**src/rtl/mips_pkg.sv**
```systemverilog
// mips_pkg
//   Definitions shared by the MIPS32 pipeline stages:
//   - access-size encodings carried with loads and stores (ex_size)
//   - memory/write-back stage state encoding
//   - register-zero constant
//   - small helpers for store lane placement and the alignment rule, so
//     that any other load/store path applies exactly the same rules.
package mips_pkg;

  // ex_size[1:0] selects the access width, ex_size[2] marks an unsigned load.
  localparam logic [1:0] SZ_BYTE     = 2'b00;
  localparam logic [1:0] SZ_HALF     = 2'b01;
  localparam logic [1:0] SZ_WORD     = 2'b10;
  localparam int         SZ_UNSIGNED = 2;

  // Writes to $zero are architecturally discarded.
  localparam logic [4:0] REG_ZERO = 5'd0;

  typedef enum logic {
    ST_IDLE     = 1'b0,
    ST_WAIT_ACK = 1'b1
  } mem_wb_state_t;

  // A halfword must sit on an even address, a word on a multiple of four.
  function automatic logic is_misaligned(input logic [1:0] width,
                                         input logic [1:0] addr_lo);
    logic bad;
    bad = 1'b0;
    case (width)
      SZ_HALF: bad = addr_lo[0];
      SZ_WORD: bad = (addr_lo != 2'b00);
      default: bad = 1'b0;
    endcase
    return bad;
  endfunction

  // Byte enables for a store, little-endian lane numbering.
  function automatic logic [3:0] store_be(input logic [1:0] width,
                                          input logic [1:0] addr_lo);
    logic [3:0] be;
    be = 4'b1111;
    case (width)
      SZ_BYTE: be = 4'b0001 << addr_lo;
      SZ_HALF: be = addr_lo[1] ? 4'b1100 : 4'b0011;
      default: be = 4'b1111;
    endcase
    return be;
  endfunction

  // Store data is replicated across all lanes so the memory only has to
  // honour the byte enables; no shifting is needed on the memory side.
  function automatic logic [31:0] store_wdata(input logic [1:0]  width,
                                              input logic [31:0] data);
    logic [31:0] wd;
    wd = data;
    case (width)
      SZ_BYTE: wd = {4{data[7:0]}};
      SZ_HALF: wd = {2{data[15:0]}};
      default: wd = data;
    endcase
    return wd;
  endfunction

endpackage

```
**src/rtl/load_align.sv**
```systemverilog
// load_align
//   Combinational load-data extractor. Picks the addressed byte or
//   halfword out of a 32-bit memory word and sign- or zero-extends it.
//   Ports:
//     rdata  in  32  word returned by memory
//     addr   in  2   low address bits of the access
//     size   in  3   access size (bit 2 = unsigned)
//     data   out 32  extended load value
module load_align
  import mips_pkg::*;
(
  input  logic [31:0] rdata,
  input  logic [1:0]  addr,
  input  logic [2:0]  size,
  output logic [31:0] data
);

  logic [7:0]  lane [4];
  logic [7:0]  byte_sel;
  logic [15:0] half_sel;
  logic        is_unsigned;

  for (genvar gi = 0; gi < 4; gi++) begin : g_lane
    assign lane[gi] = rdata[8*gi +: 8];
  end

  assign is_unsigned = size[SZ_UNSIGNED];
  assign byte_sel    = lane[addr];
  // Halfword lanes are selected by addr[1]; addr[0] is zero for any
  // access that reaches memory.
  assign half_sel    = addr[1] ? {lane[3], lane[2]} : {lane[1], lane[0]};

  always_comb begin
    data = rdata;
    case (size[1:0])
      SZ_BYTE: data = {{24{byte_sel[7] & ~is_unsigned}}, byte_sel};
      SZ_HALF: data = {{16{half_sel[15] & ~is_unsigned}}, half_sel};
      default: data = rdata;
    endcase
  end

endmodule

```
**src/rtl/mem_wb_stage.sv**
```systemverilog
// mem_wb_stage
//   Memory-access and write-back stage of the MIPS32 pipeline. Takes one
//   executed instruction at a time, performs its load/store on the data
//   memory port and drives the register-file write port for one cycle per
//   retiring register-writing instruction.
//   Ports:
//     clk, rst                    clock, asynchronous active-high reset
//     ex_valid / ex_ready         handshake with the execute stage
//     ex_alu_result               ALU result or effective address
//     ex_store_data               store data (rt)
//     ex_dest, ex_reg_write       destination register and write flag
//     ex_mem_read, ex_mem_write   load / store
//     ex_size                     access size, bit 2 = unsigned load
//     dmem_*                      request/ack data-memory port
//     RegWrite, write_add,
//     write_data                  register-file write port
//     addr_exc                    one-cycle misaligned-access pulse
module mem_wb_stage
  import mips_pkg::*;
#(
  parameter int AW = 32,
  parameter int DW = 32
) (
  input  logic          clk,
  input  logic          rst,
  input  logic          ex_valid,
  output logic          ex_ready,
  input  logic [31:0]   ex_alu_result,
  input  logic [DW-1:0] ex_store_data,
  input  logic [4:0]    ex_dest,
  input  logic          ex_reg_write,
  input  logic          ex_mem_read,
  input  logic          ex_mem_write,
  input  logic [2:0]    ex_size,
  output logic          dmem_req,
  output logic          dmem_we,
  output logic [AW-1:0] dmem_addr,
  output logic [3:0]    dmem_be,
  output logic [DW-1:0] dmem_wdata,
  input  logic [DW-1:0] dmem_rdata,
  input  logic          dmem_ack,
  output logic          RegWrite,
  output logic [4:0]    write_add,
  output logic [DW-1:0] write_data,
  output logic          addr_exc
);

  mem_wb_state_t state_reg;

  // Details of the outstanding memory access, needed when the ack returns.
  logic       pend_load_reg;
  logic       pend_reg_write_reg;
  logic [4:0] pend_dest_reg;
  logic [2:0] pend_size_reg;
  logic [1:0] pend_lane_reg;

  logic        is_mem;
  logic        misaligned;
  logic [31:0] load_value;

  assign ex_ready   = (state_reg == ST_IDLE);
  assign is_mem     = ex_mem_read | ex_mem_write;
  assign misaligned = is_misaligned(ex_size[1:0], ex_alu_result[1:0]);

  load_align u_load_align (
    .rdata (dmem_rdata),
    .addr  (pend_lane_reg),
    .size  (pend_size_reg),
    .data  (load_value)
  );

  always_ff @(posedge clk or posedge rst) begin
    if (rst) begin
      state_reg          <= ST_IDLE;
      dmem_req           <= 1'b0;
      dmem_we            <= 1'b0;
      dmem_addr          <= '0;
      dmem_be            <= 4'b0000;
      dmem_wdata         <= '0;
      RegWrite           <= 1'b0;
      write_add          <= 5'd0;
      write_data         <= '0;
      addr_exc           <= 1'b0;
      pend_load_reg      <= 1'b0;
      pend_reg_write_reg <= 1'b0;
      pend_dest_reg      <= 5'd0;
      pend_size_reg      <= 3'b000;
      pend_lane_reg      <= 2'b00;
    end else begin
      // Both strobes last exactly one cycle unless re-armed below.
      RegWrite <= 1'b0;
      addr_exc <= 1'b0;

      case (state_reg)
        ST_IDLE: begin
          if (ex_valid) begin
            if (!is_mem) begin
              // Register result retires in the very next cycle. The write
              // port fields follow the instruction even for $zero; only
              // the strobe is suppressed.
              RegWrite   <= ex_reg_write && (ex_dest != REG_ZERO);
              write_add  <= ex_dest;
              write_data <= ex_alu_result;
            end else if (misaligned) begin
              // Dropped: no memory traffic, no write-back.
              addr_exc <= 1'b1;
            end else begin
              state_reg          <= ST_WAIT_ACK;
              dmem_req           <= 1'b1;
              dmem_we            <= ex_mem_write;
              dmem_addr          <= {ex_alu_result[AW-1:2], 2'b00};
              dmem_be            <= ex_mem_write
                                    ? store_be(ex_size[1:0], ex_alu_result[1:0])
                                    : 4'b1111;
              dmem_wdata         <= ex_mem_write
                                    ? store_wdata(ex_size[1:0], ex_store_data)
                                    : '0;
              pend_load_reg      <= ex_mem_read;
              pend_reg_write_reg <= ex_reg_write;
              pend_dest_reg      <= ex_dest;
              pend_size_reg      <= ex_size;
              pend_lane_reg      <= ex_alu_result[1:0];
            end
          end
        end

        ST_WAIT_ACK: begin
          if (dmem_ack) begin
            state_reg <= ST_IDLE;
            dmem_req  <= 1'b0;
            if (pend_load_reg) begin
              // rdata is only valid alongside ack, so it is captured here.
              RegWrite   <= pend_reg_write_reg && (pend_dest_reg != REG_ZERO);
              write_add  <= pend_dest_reg;
              write_data <= load_value;
            end
          end
        end

        default: state_reg <= ST_IDLE;
      endcase
    end
  end

endmodule
```
**config.mk**
```make
export PLATFORM = sky130hd
export DESIGN_NAME = mem_wb_stage
export DESIGN_NICKNAME = d
export VERILOG_FILES = /design/src/rtl/mips_pkg.sv /design/src/rtl/load_align.sv /design/src/rtl/mem_wb_stage.sv
export SDC_FILE = /design/constraint.sdc
export NUM_CORES = 1
export LEC_CHECK = 0
export CORE_MARGIN = 10
export CORE_UTILIZATION = 46
export CTS_CLUSTER_SIZE = 8
export DETAILED_ROUTE_END_ITERATION = 6
export PLACE_DENSITY = 0.81
export SETUP_SLACK_MARGIN = 0.5
export SLEW_MARGIN = 20
export SYNTH_ARGS = -nofsm -noshare
export SYNTH_HDL_FRONTEND = slang
export SYNTH_SLANG_ARGS = --single-unit
```
**constraint.sdc**
```tcl
create_clock -name clk -period 4.4 [get_ports clk]
set_input_delay 0.88 -clock clk [delete_from_list [all_inputs] [get_ports clk]]
set_output_delay 0.88 -clock clk [all_outputs]
set_load 0.05 [all_outputs]
```
==> flow_metrics.tcl, run 1 <==
set metrics [dict create \
    top_regs "dmem_wdata: 32 flops, write_data: 32 flops, dmem_addr: 30 flops" \
    nNetsFinal 881 \
    required_ns 4.68 \
    final_antenna_net_count 0 \
    syn2layout_area_growth_pct 44.2 \
    start_kind "primary input" \
    start_util 0.472 \
    use_met2 0.346 \
    finClkSkew_ns 0.0104 \
    path_clk_slew_ns 0.05 \
    clock-sinks 120 \
    grt_pass1_vias 5593 \
    r2r_setup_slack_ns 1.89 \
    violations "design-rule violations" \
    cts_htree_levels 4 \
    worst_ep_arrival_time_ns 3.50 \
    cts_buffer_depth 2 \
    path_max_fanout 81 \
    place_inst 924 \
    grt_start_max_net_pins 82 \
    reg2reg_from "pend_lane_reg[1]" \
    r2r_cells 4 \
    wire_per_inst_um 21.8 \
    synth_cell_type_count 49 \
    postCtsSetupBuffers 0 \
    fin_crit_ns 3.21 \
    core-area_um2 13300 \
    grt_busiest_layer "met2" \
    cts_hold_buf 0 \
    ys_warn_count 0 \
    cts_buffers 17 \
    fmax_ghz 0.311 \
    hold_path_depth 1 \
    grt_overflow 0 \
    p_leak_nw 3.84 \
    antenna_found_initial 0 \
    drive_above_1_share 0.158 \
    firstDrtPassIters 7 \
    drt-initial-drc-count 511 \
    setup_viol 0 \
    synthesis.instances 568 \
    fin_crit_sh 0.730 \
    top_level_ports 221 \
    rsz0062_at_grt "false" \
    yosys_register_bits 120 \
    met3_usage 0.0733 \
    syn-cell-area_um2 6300 \
    irDropWorstVdd_mv 0.269 \
    r2r_end "write_data[30]" \
    min_to "dmem_req" \
    grt_pass1_wl_mm 31.5 \
    clk_latency_ns 0.41 \
    vias 5439 \
    die_w_um 137 \
    tritoncts "yes" \
    power.density_nw_per_um2 678 \
    outcome "complete, but fails checks" \
    viasPerCell 5.69 \
    timing.setup.tns_ns 0 \
    routed_wl_mm 20.8 \
    dieArea_um2 18800 \
    use_met1 0.267 \
    die_h_um 137 \
    dp_hpwl_mm 15.2 \
    root_buffer "clkbuf_16" \
    yosysSeqAreaShare 0.477 \
    gp_congestion 1.02 \
    end_kind "flop" \
    slew_headroom 0.291 \
    hold_class "flop to flop" \
    grtUsageTotal 0.216 \
    hp-start "dmem_req" \
    hold_viol_final 0 \
    drv_slew 0 \
    port-buffer-count 218 \
    cts_resized 0 \
    tightest_slew_ns 1.06 \
    drc 7 \
    syn_area_per_cell_um2 11.1 \
    layout.cells.non_filler 956 \
    row_count 42 \
    max_cap_violations 0 \
    critPathKind "primary input to flop" \
]
worst max path at each step:
stage                from             to  slack [ns]  depth (start not counted)
3_3_place_gp   ex_size[1]  dmem_addr[31]        0.95                          8
4_1_cts        ex_size[1]  dmem_addr[31]        1.27                          8
6_report       ex_size[1]  dmem_addr[31]        1.19                          8
3_5_place_dp   ex_size[1]  dmem_addr[31]        0.85                          8
5_1_grt        ex_size[1]  dmem_addr[31]        1.08                          8
2_1_floorplan  ex_size[1]  dmem_addr[10]        2.03                          9
where the power goes:
part	internal (W)	leakage (nW)	total (W)	switching (W)
Combinational	0.00110	2.09	0.00294	0.00184
Clock	0.000959	0.305	0.00144	0.000482
Sequential	0.00147	1.44	0.00178	0.000310
cells in the mapped netlist (all sizes together):
cell type	count	area, um^2
nand4	16	100
a211oi	6	50.1
dfrtp	120	3000
and3	1	6.26
o2111ai	1	8.76
a221oi	17	149
nand3b	14	105
a22oi	2	15.0
a21bo	1	10.0
nand2	41	154
mux2i	7	70.1
nor4	1	6.26
o211ai	13	103
ha	3	37.5
buf	27	265
nand3	24	120
nor2b	4	35.0
a31o	7	61.3
nand4b	8	70.1
a21o	2	15.0
inv	14	52.6
conb	1	3.75
nor3	5	25.0
a31oi	1	6.26
o21ai	44	220
nor2	60	225
clkbuf	22	83.8
o21bai	2	15.0
a21oi	12	63.8
nand2b	2	12.5
or2	1	6.26
mux2	70	1050
or4	2	15.0
a21boi	8	60.1
and2	1	6.26
a22o	8	70.1
critical path, cell delays in order:
cell and delay [ns]:
clkdlybuf4s50_1 0.53, inv_1 0.08, ha_1 0.33, o21ai_0 0.22, a21bo_1 0.29, nor2b_4 0.22, buf_12 0.45, mux2_2 0.40
layout by cell type, fill, tap and decap left out, drive strengths merged, types with 3 or more instances in the layout:
cell type	count
clkdlybuf4s50	218
dfrtp	120
mux2	70
nor2	60
o21ai	44
nand2	41
nand3	24
clkbuf	23
a221oi	17
nand4	16
nand3b	14
inv	13
o211ai	13
a21oi	12
buf	10
a22o	8
nand4b	8
a21boi	8
mux2i	7
a31o	7
a211oi	6
nor3	5
clkinv	4
nor2b	4
ha	3
bufinv	3
area by class of cell:
type | count | area [um^2]
Clock buffer | 23 | 498
Tap cell | 176 | 220
Timing Repair Buffer | 228 | 2280
Sequential cell | 120 | 3000
Fill cell | 979 | 4260
Inverter | 14 | 56.3
Multi-Input combinational cell | 386 | 2900
Clock inverter | 8 | 118
Antenna cell | 1 | 2.50
per-layer routing:
| metal | share of wire | vias up |
|---|---|---|
| met5 | 0 | - |
| met4 | 0.021 | 0 |
| met3 | 0.11 | 32 |
| met2 | 0.46 | 302 |
| met1 | 0.41 | 2659 |
| li1 | - | 2446 |
per-stage QoR:
| step | hold slack (ns) | util | power, W | cell area, um^2 | setup slack, ns |
|---|---|---|---|---|---|
| global route | 0.506 | 0.680 | 0.00639 | 9080 | 1.08 |
| detailed placement | 0.472 | 0.634 | 0.00472 | 8470 | 0.849 |
| finish | 0.481 | 0.681 | 0.00616 | 9080 | 1.19 |
| CTS | 0.490 | 0.680 | 0.00619 | 9080 | 1.27 |
| floorplan | 0.482 | - | 0.00368 | 6300 | 2.03 |
| global placement | 0.462 | 0.634 | 0.00465 | 8470 | 0.947 |
cell families (layout without fill, tap and decap cells):
family | Yosys count | in the layout | share of synthesized area
AND/OR/NAND/NOR | 180 | 180 | 0.141
flip-flops | 120 | 120 | 0.477
multiplexers | 77 | 77 | 0.177
other | 1 | 3 | 0.000595
buffers and inverters | 63 | 273 | 0.0638
adder cells (fa/ha/maj) | 3 | 3 | 0.00596
AO/OA/AOI/OAI | 124 | 124 | 0.135
Power figures use the tool's default switching activity.
==> run 2, diff against run 1 <==
--- a/config.mk
+++ b/config.mk
@@ -6,10 +6,10 @@
 export NUM_CORES = 1
 export LEC_CHECK = 0
 export CORE_MARGIN = 10
-export CORE_UTILIZATION = 46
+export CORE_UTILIZATION = 41
 export CTS_CLUSTER_SIZE = 8
 export DETAILED_ROUTE_END_ITERATION = 6
-export PLACE_DENSITY = 0.81
+export PLACE_DENSITY = 0.77
 export SETUP_SLACK_MARGIN = 0.5
 export SLEW_MARGIN = 20
 export SYNTH_ARGS = -nofsm -noshare
==> constraint.sdc (replaced) <==
create_clock -name clk -period 2.6 [get_ports clk]
set_input_delay 0.52 -clock clk [delete_from_list [all_inputs] [get_ports clk]]
set_output_delay 0.52 -clock clk [all_outputs]
set_load 0.05 [all_outputs]
==> run 2 against run 1 <==
  * The run now ends clean
  * First-iteration DRC count down 7.0%
  * Utilization fell by 6.7 points
  * Setup slack worse by 0.66 ns
  * Clock-buffer cell count is 4 lower
  * Via count is 2.0% higher
  * Combinational power rose by 62%
  * Register-to-register slack lost 1.2 ns
  * Cell count grew 3.6%
  * Cell area up 2.3%
==> flow_metrics.tcl, run 2 (same netlist as run 1, synthesis figures left out) <==
set metrics [dict create \
    nNetsFinal 902 \
    root_buffer "clkbuf_16" \
    die_w_um 144 \
    grt_overflow 0 \
    drive_above_1_share 0.187 \
    crit_chain "clkdlybuf4s50_1" \
    rsz0062_at_grt "true" \
    final_cell_mix "dfrtp_1, clkdlybuf4s50_1, dlygate4sd2_1" \
    fin_crit_ns 2.07 \
    p_leak_nw 4.25 \
    worst-path-buf-inv 1 \
    path_max_fanout 2 \
    finalInstanceArea_um2 9290 \
    clk_latency_ns 0.41 \
    clock-sinks 120 \
    syn2layout_area_growth_pct 47.5 \
    grt_start_max_net_pins 53 \
    grt_pass1_wl_mm 33.1 \
    grt_pass1_vias 5723 \
    cts_htree_levels 4 \
    placed_area_um2 8650 \
    setup_viol 0 \
    drv_slew 0 \
    row_count 45 \
    timing.setup.tns_ns 0 \
    worst_ep_arrival_time_ns 1.55 \
    multi_input_area_um2 2910 \
    fillCellCount 1245 \
    port-buffer-count 218 \
    irDropWorstVdd_mv 0.480 \
    fin_crit_sh 0.797 \
    outcome "finished, final reports clean" \
    routed_wl_mm 22.1 \
    cts_buffer_depth 2 \
    top_regs "dmem_wdata: 32 flops, write_data: 32 flops, dmem_addr: 30 flops" \
    start_util 0.416 \
    whs_ns 0.481 \
    cp_slowest_cell "clkdlybuf4s50_1" \
    dp_hpwl_mm 16.1 \
    hold_viol_final 0 \
    firstDrtPassIters 5 \
    drt-initial-drc-count 475 \
    finClkSkew_ns 0.00769 \
    fmax_ghz 0.483 \
    mostFrequentLayoutCell "dfrtp_1" \
    wire_per_inst_um 22.3 \
    vias 5548 \
    die_h_um 144 \
    viasPerCell 5.60 \
    grtUsageTotal 0.208 \
    core-area_um2 15100 \
    crit_family "buffers and inverters" \
    start_kind "flop" \
    max_cap_violations 0 \
    hold_class "primary input to async pin" \
    slew_headroom 0.549 \
    required_ns 2.08 \
    max_stage_delay_ns 0.80 \
    critPathKind "flop to output pin" \
    power.density_nw_per_um2 1080 \
    cts_buffers 17 \
    end_kind "output pin" \
    path_clk_slew_ns 0.06 \
    final_antenna_net_count 0 \
    tritoncts "yes" \
    antenna_found_initial 1 \
    tightest_slew_ns 0.677 \
    gp_congestion 0.938 \
    drc 0 \
    ff_latch_area_um2 3000 \
    top_level_ports 221 \
    dieArea_um2 20700 \
]
-- run 2: layout make-up --
type / instances / area share
multi-input cells: 386 / 0.313
clock buffers: 19 / 0.0487
inverters: 14 / 0.00606
diodes: 1 / 0.000269
well taps: 188 / 0.0253
repair buffers: 249 / 0.267
flip-flops and latches: 120 / 0.323
clock inverters: 13 / 0.0159
-- run 2: per-stage QoR --
| step | power (W) | instances | utilization | setup slack, ns |
|---|---|---|---|---|
| 2_1_floorplan | 0.00623 | 569 | - | 0.587 |
| 5_1_grt | 0.0105 | 989 | 0.613 | 0.485 |
| 3_5_place_dp | 0.00804 | 951 | 0.571 | 0.00161 |
| 4_1_cts | 0.0101 | 988 | 0.611 | 0.500 |
| 3_3_place_gp | 0.00796 | 951 | 0.571 | 0.0226 |
| 6_report | 0.0100 | 990 | 0.613 | 0.529 |
-- run 2: report_power, final --
group / switching (W) / total [W] / internal (W)
Sequential: 0.000435 / 0.00293 / 0.00249
Clock: 0.000897 / 0.00237 / 0.00147
Combinational: 0.00319 / 0.00476 / 0.00157
Total: 0.00452 / 0.0100 / 0.00553
-- run 2: path summary, 6_finish.rpt --
path                             startpoint                to  slack, ns  cells past startpoint
setup / recovery               dmem_addr[7]      dmem_addr[7]       0.53                      1
hold / removal                          rst    dmem_wdata[16]       0.48                      2
setup reg to reg           pend_size_reg[0]     write_data[3]       0.67                      4
hold reg to reg                write_add[1]      write_add[1]       0.49                      2
max in group asynchronous               rst  pend_size_reg[2]       1.49                      3
min in group clk               write_add[1]      write_add[1]       0.49                      2
-- run 2: repair_timing --
item	CTS	global route
cloned	3	0
pin swaps	1	1
buffers inserted	2	1
setup endpoints to repair	167	22
hold buffers	0	0
gates resized for setup	105	9
-- run 2: metal layers --
layer,routed length [um],vias to the layer above,part of all wire,global-route usage
met5,0,-,0,0
met4,444,0,0.020,0.0774
met3,2290,29,0.10,0.0746
met2,10300,302,0.46,0.331
met1,9070,2730,0.41,0.253
li1,-,2487,-,-
==> run 3, diff against run 2 <==
==> constraint.sdc (replaced) <==
create_clock -name clk -period 1.9 [get_ports clk]
set_input_delay 0.38 -clock clk [delete_from_list [all_inputs] [get_ports clk]]
set_output_delay 0.38 -clock clk [all_outputs]
set_load 0.05 [all_outputs]
==> run 3 against run 2 <==
  * Power increased by 53%
  * Cell count increased by 5.7%
  * Setup slack got worse by 0.38 ns
  * Clock-buffer cell count increased by 6
  * Sequential power increased by 43%
  * Critical path type is now flop to flop
  * Largest power group unchanged
==> flow_metrics.tcl, run 3 (same netlist as run 1, synthesis figures left out) <==
set metrics [dict create \
    dieArea_um2 20700 \
    root_buffer "clkbuf_16" \
    cts_buffers 17 \
    finClkSkew_ns 0.0174 \
    hold_viol_final 0 \
    tightest_slew_ns 0.529 \
    wire_per_inst_um 23.2 \
    max_cap_violations 0 \
    core-area_um2 15100 \
    vias 5965 \
    fin_crit_sh 0.924 \
    irDropWorstVdd_mv 0.780 \
    cts_buffer_depth 2 \
    cts_htree_levels 4 \
    r2r_cells 8 \
    syn2layout_area_growth_pct 66.6 \
    min_to "pend_size_reg[1]" \
    top_level_ports 221 \
    start_kind "flop" \
    tritoncts "yes" \
    fin_ws_ns 0.144 \
    hold_path_depth 3 \
    die_h_um 144 \
    viasPerCell 5.70 \
    fillCellCount 1031 \
    final_cell_mix "dfrtp_1, clkdlybuf4s50_1, buf_6" \
    power.density_nw_per_um2 1460 \
    port-buffer-count 218 \
    grt_overflow 0 \
    worst_ep_arrival_time_ns 2.05 \
    outcome "finished, final reports clean" \
    drc 0 \
    firstDrtPassIters 5 \
    path_max_fanout 8 \
    drive_above_1_share 0.426 \
    row_count 45 \
    layout.cells.non_filler 1046 \
    critPathKind "flop to flop" \
    setup_viol 0 \
    slew_headroom 0.647 \
    timing.setup.tns_ns 0 \
    final_antenna_net_count 0 \
    mostFrequentLayoutCell "dfrtp_1" \
    place_inst 967 \
    gp_congestion 0.910 \
    required_ns 2.20 \
    fmax_ghz 0.570 \
    drv_slew 0 \
    start_util 0.416 \
    dp_hpwl_mm 15.7 \
    rsz0062_at_grt "true" \
    die_w_um 144 \
    grt_pass1_wl_mm 34.1 \
    path_clk_slew_ns 0.05 \
    antenna_found_initial 4 \
    r2r_end "dmem_addr[16]" \
    clock-sinks 120 \
    grt_pass1_vias 6199 \
    p_leak_nw 4.66 \
    hold_class "primary input to flop" \
    drt-initial-drc-count 400 \
    routed_wl_mm 24.3 \
    fin_crit_ns 1.76 \
    reg2reg_from "state_reg" \
    grtUsageTotal 0.214 \
    nNetsFinal 957 \
    end_kind "flop" \
    top_regs "dmem_wdata: 32 flops, write_data: 32 flops, dmem_addr: 30 flops" \
    hp-start "ex_size[1]" \
    grt_start_max_net_pins 79 \
    pre_cts_slack_ns -0.594 \
    r2r_setup_slack_ns 0.14 \
    clk_latency_ns 0.43 \
]
## run 3: changes by cell type in the layout (fill, tap and decap cells not counted), moves of 8 or more
cell,previous run,this run
dlygate4sd2_1,99,2
buf_6,1,86
buf_4,20,77
o21ai_0,35,13
o21ai_1,8,25
nor2_1,60,44
a221oi_1,17,2
a221oi_2,0,13
nor2_4,0,11
buf_12,8,16
## run 3: metrics by stage
stage | hold slack [ns] | instance area (um^2) | utilization | power [W]
floorplan | 0.465 | 6440 | - | 0.00860
global route | 0.349 | 10500 | 0.692 | 0.0160
global placement | 0.460 | 8660 | 0.571 | 0.0108
detailed placement | 0.472 | 8660 | 0.571 | 0.0109
CTS | 0.349 | 9620 | 0.635 | 0.0144
finish | 0.358 | 10500 | 0.693 | 0.0154
## run 3: timing repair
item / 4_1_cts / 5_1_grt
gates resized for setup: 120 / 159
hold buffers: 0 / 0
endpoints found under the hold margin: 0 / 0
gates cloned: 4 / 8
setup buffers: 17 / 16
setup endpoints to repair: 168 / 197
pin swaps: 1 / 14
## run 3: cell type report
cell class / count / area (um^2) / share of cell area
inverters: 14 / 78.8 / 0.00751
clock buffers: 25 / 505 / 0.0482
diodes: 2 / 5.00 / 0.000477
clock inverters: 7 / 90.1 / 0.00859
repair buffers: 304 / 3330 / 0.317
flip-flops and latches: 120 / 3010 / 0.287
multi-input cells: 386 / 3240 / 0.309
well taps: 188 / 235 / 0.0224
## run 3: metal layers
| metal | vias up | part of all wire | GRT usage | routed length [um] |
|---|---|---|---|---|
| met3 | 58 | 0.11 | 0.0789 | 2660 |
| met1 | 2937 | 0.38 | 0.249 | 9200 |
| met4 | 4 | 0.030 | 0.0887 | 722 |
| met5 | - | 0.0011 | 0 | 26 |
| li1 | 2599 | - | - | - |
| met2 | 367 | 0.48 | 0.348 | 11700 |
## run 3: report_power, final
group | switching, W | leakage [nW] | internal [W]
logic | 0.00470 | 2.93 | 0.00323
registers | 0.000784 | 1.44 | 0.00342
clock network | 0.00114 | 0.289 | 0.00210
## run 3: worst max-delay path by stage
stage	startpoint	endpoint	slack, ns	cells past startpoint
final	state_reg	dmem_addr[16]	0.14	8
after global placement	ex_size[1]	dmem_wdata[26]	-0.55	8
after floorplan	rst	RegWrite	0.05	1
after detailed placement	ex_size[1]	dmem_addr[25]	-0.59	7
after CTS	state_reg	dmem_addr[27]	0.18	8
after global routing	state_reg	dmem_addr[26]	0.11	8
## run 3: critical path, stage by stage (launching register included)
cell     delay, ns
dfrtp_1       0.39
buf_6         0.12
nor2b_4       0.13
o21ai_4       0.09
nor2b_4       0.17
buf_12        0.16
buf_12        0.11
buf_16        0.14
mux2_4        0.31
